**config.mk**
```make
export PLATFORM = sky130hd
export DESIGN_NAME = adc_channel_scheduler
export DESIGN_NICKNAME = d
export VERILOG_FILES = /design/src/rtl/adc_sched_pkg.sv /design/src/rtl/adc_clk_div.sv /design/src/rtl/adc_channel_scheduler.sv
export SDC_FILE = /design/constraint.sdc
export NUM_CORES = 1
export LEC_CHECK = 0
export ABC_CLOCK_PERIOD_IN_PS = 2100
export BUFFER_PORTS_ARGS = -buffer_cell sky130_fd_sc_hd__buf_2
export CORE_MARGIN = 1
export CORE_UTILIZATION = 53
export CTS_BUF_LIST = sky130_fd_sc_hd__clkbuf_16
export DETAILED_ROUTE_END_ITERATION = 6
export GPL_TIMING_DRIVEN = 0
export PLACE_DENSITY = 0.9
export SYNTH_ARGS = -nofsm -noshare
export SYNTH_HDL_FRONTEND = slang
export SYNTH_SLANG_ARGS = --single-unit
```
**constraint.sdc**
```tcl
create_clock -name clk8m -period 2.1 [get_ports clk8m]
set_input_delay 0.63 -clock clk8m [delete_from_list [all_inputs] [get_ports clk8m]]
set_output_delay 0.63 -clock clk8m [all_outputs]
set_load 0.01 [all_outputs]
```
**src/rtl/adc_sched_pkg.sv**
```systemverilog
// Shared types and defaults for the ADC channel scheduler.
package adc_sched_pkg;

    typedef enum logic [2:0] {
        IDLE, SETUP, PULSE, WAIT_LO, WAIT_HI, READ, FIN
    } state_t;

    localparam int DEF_CLK_DIV     = 16;
    localparam int DEF_EOC_TIMEOUT = 200;

    // Width of a requester index; never narrower than one bit.
    function automatic int ptr_w(input int n);
        return (n > 1) ? $clog2(n) : 1;
    endfunction

endpackage

```
**src/rtl/adc_clk_div.sv**
```systemverilog
// Free-running divider producing the converter clock and a one-cycle tick
// on the last clk8m cycle of every converter clock period.
module adc_clk_div #(
    parameter int CLK_DIV = 16
) (
    input  logic clk8m,
    input  logic rst,
    output logic adc_clk,
    output logic tick
);

    localparam int DW = $clog2(CLK_DIV);

    logic [DW-1:0] r_div;

    always_ff @(posedge clk8m or posedge rst) begin
        if (rst)                            r_div <= '0;
        else if (r_div == DW'(CLK_DIV - 1)) r_div <= '0;
        else                                r_div <= r_div + 1'b1;
    end

    assign adc_clk = (r_div >= DW'(CLK_DIV / 2));
    assign tick    = (r_div == DW'(CLK_DIV - 1));

endmodule

```
**src/rtl/adc_channel_scheduler.sv**
```systemverilog
// Round-robin arbiter in front of one ADC0809-style converter; runs the
// address/ALE/START/EOC/OE sequence for the granted requester's channel.
module adc_channel_scheduler
    import adc_sched_pkg::*;
#(
    parameter int N_REQ       = 4,
    parameter int CLK_DIV     = DEF_CLK_DIV,
    parameter int EOC_TIMEOUT = DEF_EOC_TIMEOUT
) (
    input  logic               clk8m,
    input  logic               rst,
    input  logic [N_REQ-1:0]   req,
    input  logic [3*N_REQ-1:0] req_ch,
    output logic [N_REQ-1:0]   grant,
    output logic               done,
    output logic               timeout_err,
    output logic [7:0]         rdata,
    output logic               busy,
    output logic               adc_clk,
    output logic [2:0]         ADDR,
    output logic               ALE,
    output logic               START,
    output logic               OE,
    input  logic               EOC,
    input  logic [7:0]         DATA
);

    localparam int PW = ptr_w(N_REQ);
    localparam int TW = $clog2(EOC_TIMEOUT + 1);

    state_t        r_state;
    logic [PW-1:0] r_ptr;
    logic [PW-1:0] r_idx;
    logic [TW-1:0] r_tmo;
    logic          r_abort;
    logic          r_eoc_m;
    logic          r_eoc_s;
    logic          w_tick;
    logic          w_found;
    logic [PW-1:0] w_pick;

    adc_clk_div #(.CLK_DIV(CLK_DIV)) u_div (
        .clk8m   (clk8m),
        .rst     (rst),
        .adc_clk (adc_clk),
        .tick    (w_tick)
    );

    // Scan downward so the last hit is the first set bit at or after base.
    function automatic logic [PW:0] rr_pick(input logic [N_REQ-1:0] rq,
                                            input logic [PW-1:0]    base);
        logic [PW:0] res;
        int          j;
        res = '0;
        for (int k = N_REQ - 1; k >= 0; k--) begin
            j = (int'(base) + k) % N_REQ;
            if (rq[j]) res = {1'b1, PW'(j)};
        end
        return res;
    endfunction

    assign {w_found, w_pick} = rr_pick(req, r_ptr);

    always_ff @(posedge clk8m or posedge rst) begin
        if (rst) begin
            r_eoc_m <= 1'b0;
            r_eoc_s <= 1'b0;
        end else begin
            r_eoc_m <= EOC;
            r_eoc_s <= r_eoc_m;
        end
    end

    always_ff @(posedge clk8m or posedge rst) begin
        if (rst) begin
            r_state     <= IDLE;
            r_ptr       <= '0;
            r_idx       <= '0;
            r_tmo       <= '0;
            r_abort     <= 1'b0;
            grant       <= '0;
            done        <= 1'b0;
            timeout_err <= 1'b0;
            rdata       <= '0;
            busy        <= 1'b0;
            ADDR        <= '0;
            ALE         <= 1'b0;
            START       <= 1'b0;
            OE          <= 1'b0;
        end else begin
            // busy stays up through the done cycle, then drops with it.
            if (done) begin
                done        <= 1'b0;
                timeout_err <= 1'b0;
                busy        <= 1'b0;
            end
            if (w_tick) begin
                case (r_state)
                    IDLE: if (w_found) begin
                        r_idx   <= w_pick;
                        ADDR    <= req_ch[3*int'(w_pick) +: 3];
                        grant   <= N_REQ'(1) << w_pick;
                        busy    <= 1'b1;
                        r_state <= SETUP;
                    end
                    SETUP: begin
                        ALE     <= 1'b1;
                        START   <= 1'b1;
                        r_state <= PULSE;
                    end
                    PULSE: begin
                        ALE     <= 1'b0;
                        START   <= 1'b0;
                        r_tmo   <= '0;
                        r_abort <= 1'b0;
                        r_state <= WAIT_LO;
                    end
                    WAIT_LO, WAIT_HI: begin
                        if (r_tmo == TW'(EOC_TIMEOUT - 1)) begin
                            r_abort <= 1'b1;
                            r_state <= FIN;
                        end else begin
                            r_tmo <= r_tmo + 1'b1;
                            if (r_state == WAIT_LO && !r_eoc_s) begin
                                r_state <= WAIT_HI;
                            end else if (r_state == WAIT_HI && r_eoc_s) begin
                                OE      <= 1'b1;
                                r_state <= READ;
                            end
                        end
                    end
                    READ: begin
                        rdata   <= DATA;
                        OE      <= 1'b0;
                        r_state <= FIN;
                    end
                    FIN: begin
                        done        <= 1'b1;
                        timeout_err <= r_abort;
                        grant       <= '0;
                        r_ptr       <= (r_idx == PW'(N_REQ - 1)) ? '0 : r_idx + 1'b1;
                        r_state     <= IDLE;
                    end
                    default: r_state <= IDLE;
                endcase
            end
        end
    end

endmodule

```
==> impl_metrics.ini <==
[grt]
gr-total-overflow = 0
grt_first_pass_wirelength_mm = 7.38
grt_max_degree = 43
grt_pass1_vias = 1670
antenna_found_initial = 0
grt_usage_pct = 23.3

[die]
rows = 22
coreArea_um2 = 3720
die_width_um = 64.5
io_pins = 49
initial_core_util_pct = 55.8
die_h_um = 64.5
dieArea_um2 = 4170

[sta]
setup_viol = 0
min_period_ns = 2.03
hold_ws_ns = 0.360
fmax_ghz = 0.493
post-route-period-util_pct = 96.5
tightest_slew_ns = 0.842
rsz0062_at_grt = yes
setup_tns_ns = 0
slew_viol_final = 0
hold_viol_final = 0
finalClockSkew_ns = 0.00467
slew_headroom_pct = 43.8

[route]
drtAntennaViolNets = 0
drc = 0
routedWlPerCell_um = 14.8
drt_wl_total_mm = 4.50
route.vias.total = 1754
via_per_inst = 5.77
drt_iter0_drc = 112
dr.pass1.iters = 4

[synth]
synth_top_area_cell = dfrtp_1
ys_types = 50
synth-edff-count = 0
synth-seq-cells = 42
syn_area_um2 = 2070
yosys_warnings = 0
synthTopCellsByCount = dfrtp_1 (42), nand2_1 (21), nor2_1 (13), a21oi_1 (11)
synthFlopType = dfrtp_1
synth_most_common_cell = dfrtp_1
synth_async_sr_flop_share_pct = 100
synth_top_area_share_pct = 50.7
netlist_instances = 198
syn_nets = 229
syn_area_per_cell_um2 = 10.5
synthTopCellsByArea = dfrtp_1 (51%), mux2_1 (4.3%), nand2_1 (3.8%)
yosysSeqAreaShare_pct = 50.7

[cells_and_area]
nets = 286
syn_to_final_growth_pct = 26.3
antenna_cells = 0
final_util_pct = 70.4
final_layout_size_suffix_gt1_share_pct = 31.3

[clock_tree]
clock_path_buffers = 2
path_clk_slew_ns = 0.06
clock_latency_ns = 0.28
cts_tree = built
htree_levels = 2
clock_sinks = 42
cts_made_buffers = 5
cts-root-buf = clkbuf_16

[placed_design]
io_buffers = 48
gp_congestion = 0.851
dpl.hpwl_mm = 3.08

[critical_path]
required_ns = 2.32
end_kind = flip-flop
arrival_ns = 2.24
crit_fanout = 10
cp-start-kind = flip-flop
crit_type = reg -> reg

[power]
power_mw = 1.89
ir_drop_mv = 0.520
p_leak_nw = 1.31
powerDensity_nw_per_um2 = 722

[worst_hold_path]
hp-class = reg -> reg

[run_status]
outcome = finished, final reports clean

[job]
cap_violations = 0
metrics by stage:
| stage | worst slack, ns | std cells | instance area [um^2] |
|---|---|---|---|
| 3_5_place_dp | -0.228 | 294 | 2370 |
| 6_report | 0.0725 | 304 | 2620 |
| 3_3_place_gp | -0.208 | 294 | 2370 |
| 4_1_cts | 0.0217 | 303 | 2570 |
| 2_1_floorplan | 0.0517 | 198 | 2070 |
| 5_1_grt | -0.0580 | 304 | 2620 |
cell type report:
cell class                      instances  area, um^2
Fill cell                             290        1100
Sequential cell                        42        1050
Multi-Input combinational cell        139         990
Timing Repair Buffer                   51         275
Clock buffer                            5         125
Tap cell                               48        60.1
Clock inverter                          3        43.8
Buffer                                  7        38.8
Inverter                                9        33.8
critical path, cell delays in order (launching register included):
cell and delay, ns:
dfrtp_1 0.38, buf_6 0.14, or3b_4 0.39, o2bb2ai_2 0.15, a21o_4 0.24, or4_4 0.51, a21oi_2 0.14
cell families after synthesis:
logic type / after synthesis / share of synthesized area (%)
simple gates: 65 / 15.9
compound gates: 51 / 17.7
flops: 42 / 50.7
buf+inv: 17 / 3.68
mux: 16 / 8.33
fa+ha+maj: 4 / 2.41
xor+xnor: 3 / 1.27
metal layers:
metal	track usage (%)	wire (um)	up-vias
met5	0	0	-
met3	5.11	185	8
li1	-	-	840
met4	8.61	63	0
met1	29.1	1920	856
met2	39.3	2330	50
placed cells by master (no fill, tap or decap), types with 2 or more instances in the layout:
cell type / netlist / final
clkbuf_16: 0 / 5
nand2_1: 21 / 21
mux2i_1: 6 / 6
nand3_1: 5 / 5
ha_1: 4 / 4
mux2_1: 8 / 8
nor2b_1: 3 / 3
a31oi_1: 2 / 2
a211oi_1: 2 / 2
inv_2: 1 / 2
a22o_1: 2 / 2
clkbuf_1: 5 / 4
a21oi_1: 11 / 9
nor3_1: 4 / 2
nor2_1: 13 / 13
xnor2_1: 2 / 2
dfrtp_1: 42 / 42
o22ai_1: 2 / 2
or4_1: 5 / 4
or2_1: 2 / 2
o31ai_1: 5 / 5
o221ai_1: 3 / 3
nand4_1: 3 / 3
buf_2: 1 / 49
mux2_2: 2 / 2
o21ai_1: 3 / 3
o21ai_0: 7 / 7
nor3_2: 1 / 2
buf_4: 1 / 3
inv_1: 8 / 7
a32o_1: 2 / 2
a21oi_2: 0 / 2
worst paths after layout:
path	start	endpoint	slack [ns]	cells past startpoint
hold / removal	r_eoc_m$_DFF_PP0_	r_eoc_s$_DFF_PP0_	0.36	0
setup / recovery	r_state[0]$_DFFE_PP0P_	r_tmo[7]$_DFFE_PP0P_	0.07	6
min in group asynchronous	rst	ADDR[0]$_DFFE_PP0P_	0.51	2
max in group asynchronous	rst	ADDR[1]$_DFFE_PP0P_	1.05	2
setup reg to reg	r_state[0]$_DFFE_PP0P_	r_tmo[7]$_DFFE_PP0P_	0.07	6
hold reg to reg	r_eoc_m$_DFF_PP0_	r_eoc_s$_DFF_PP0_	0.36	0
state kept, by name (all words and copies together), names as in the netlist, 2 cells and up:
register and cells:
ADDR 3, r_idx 2, r_state 3, r_tmo 8, u_div.r_div 4, grant 4, rdata 8, r_ptr 2
timing repair:
action	in CTS	in global routing
hold endpoints to repair	0	0
pin swaps	1	2
hold buffers	0	0
setup buffers	1	2
resized for setup	1	8
setup endpoints to repair	8	18
power breakdown:
group	internal, mW	switching (mW)	leakage (nW)
clock network	0.562	0.313	0.0842
logic	0.0707	0.0967	0.678
registers	0.832	0.0149	0.544
Note: power is estimated with default switching activity, not from simulation.
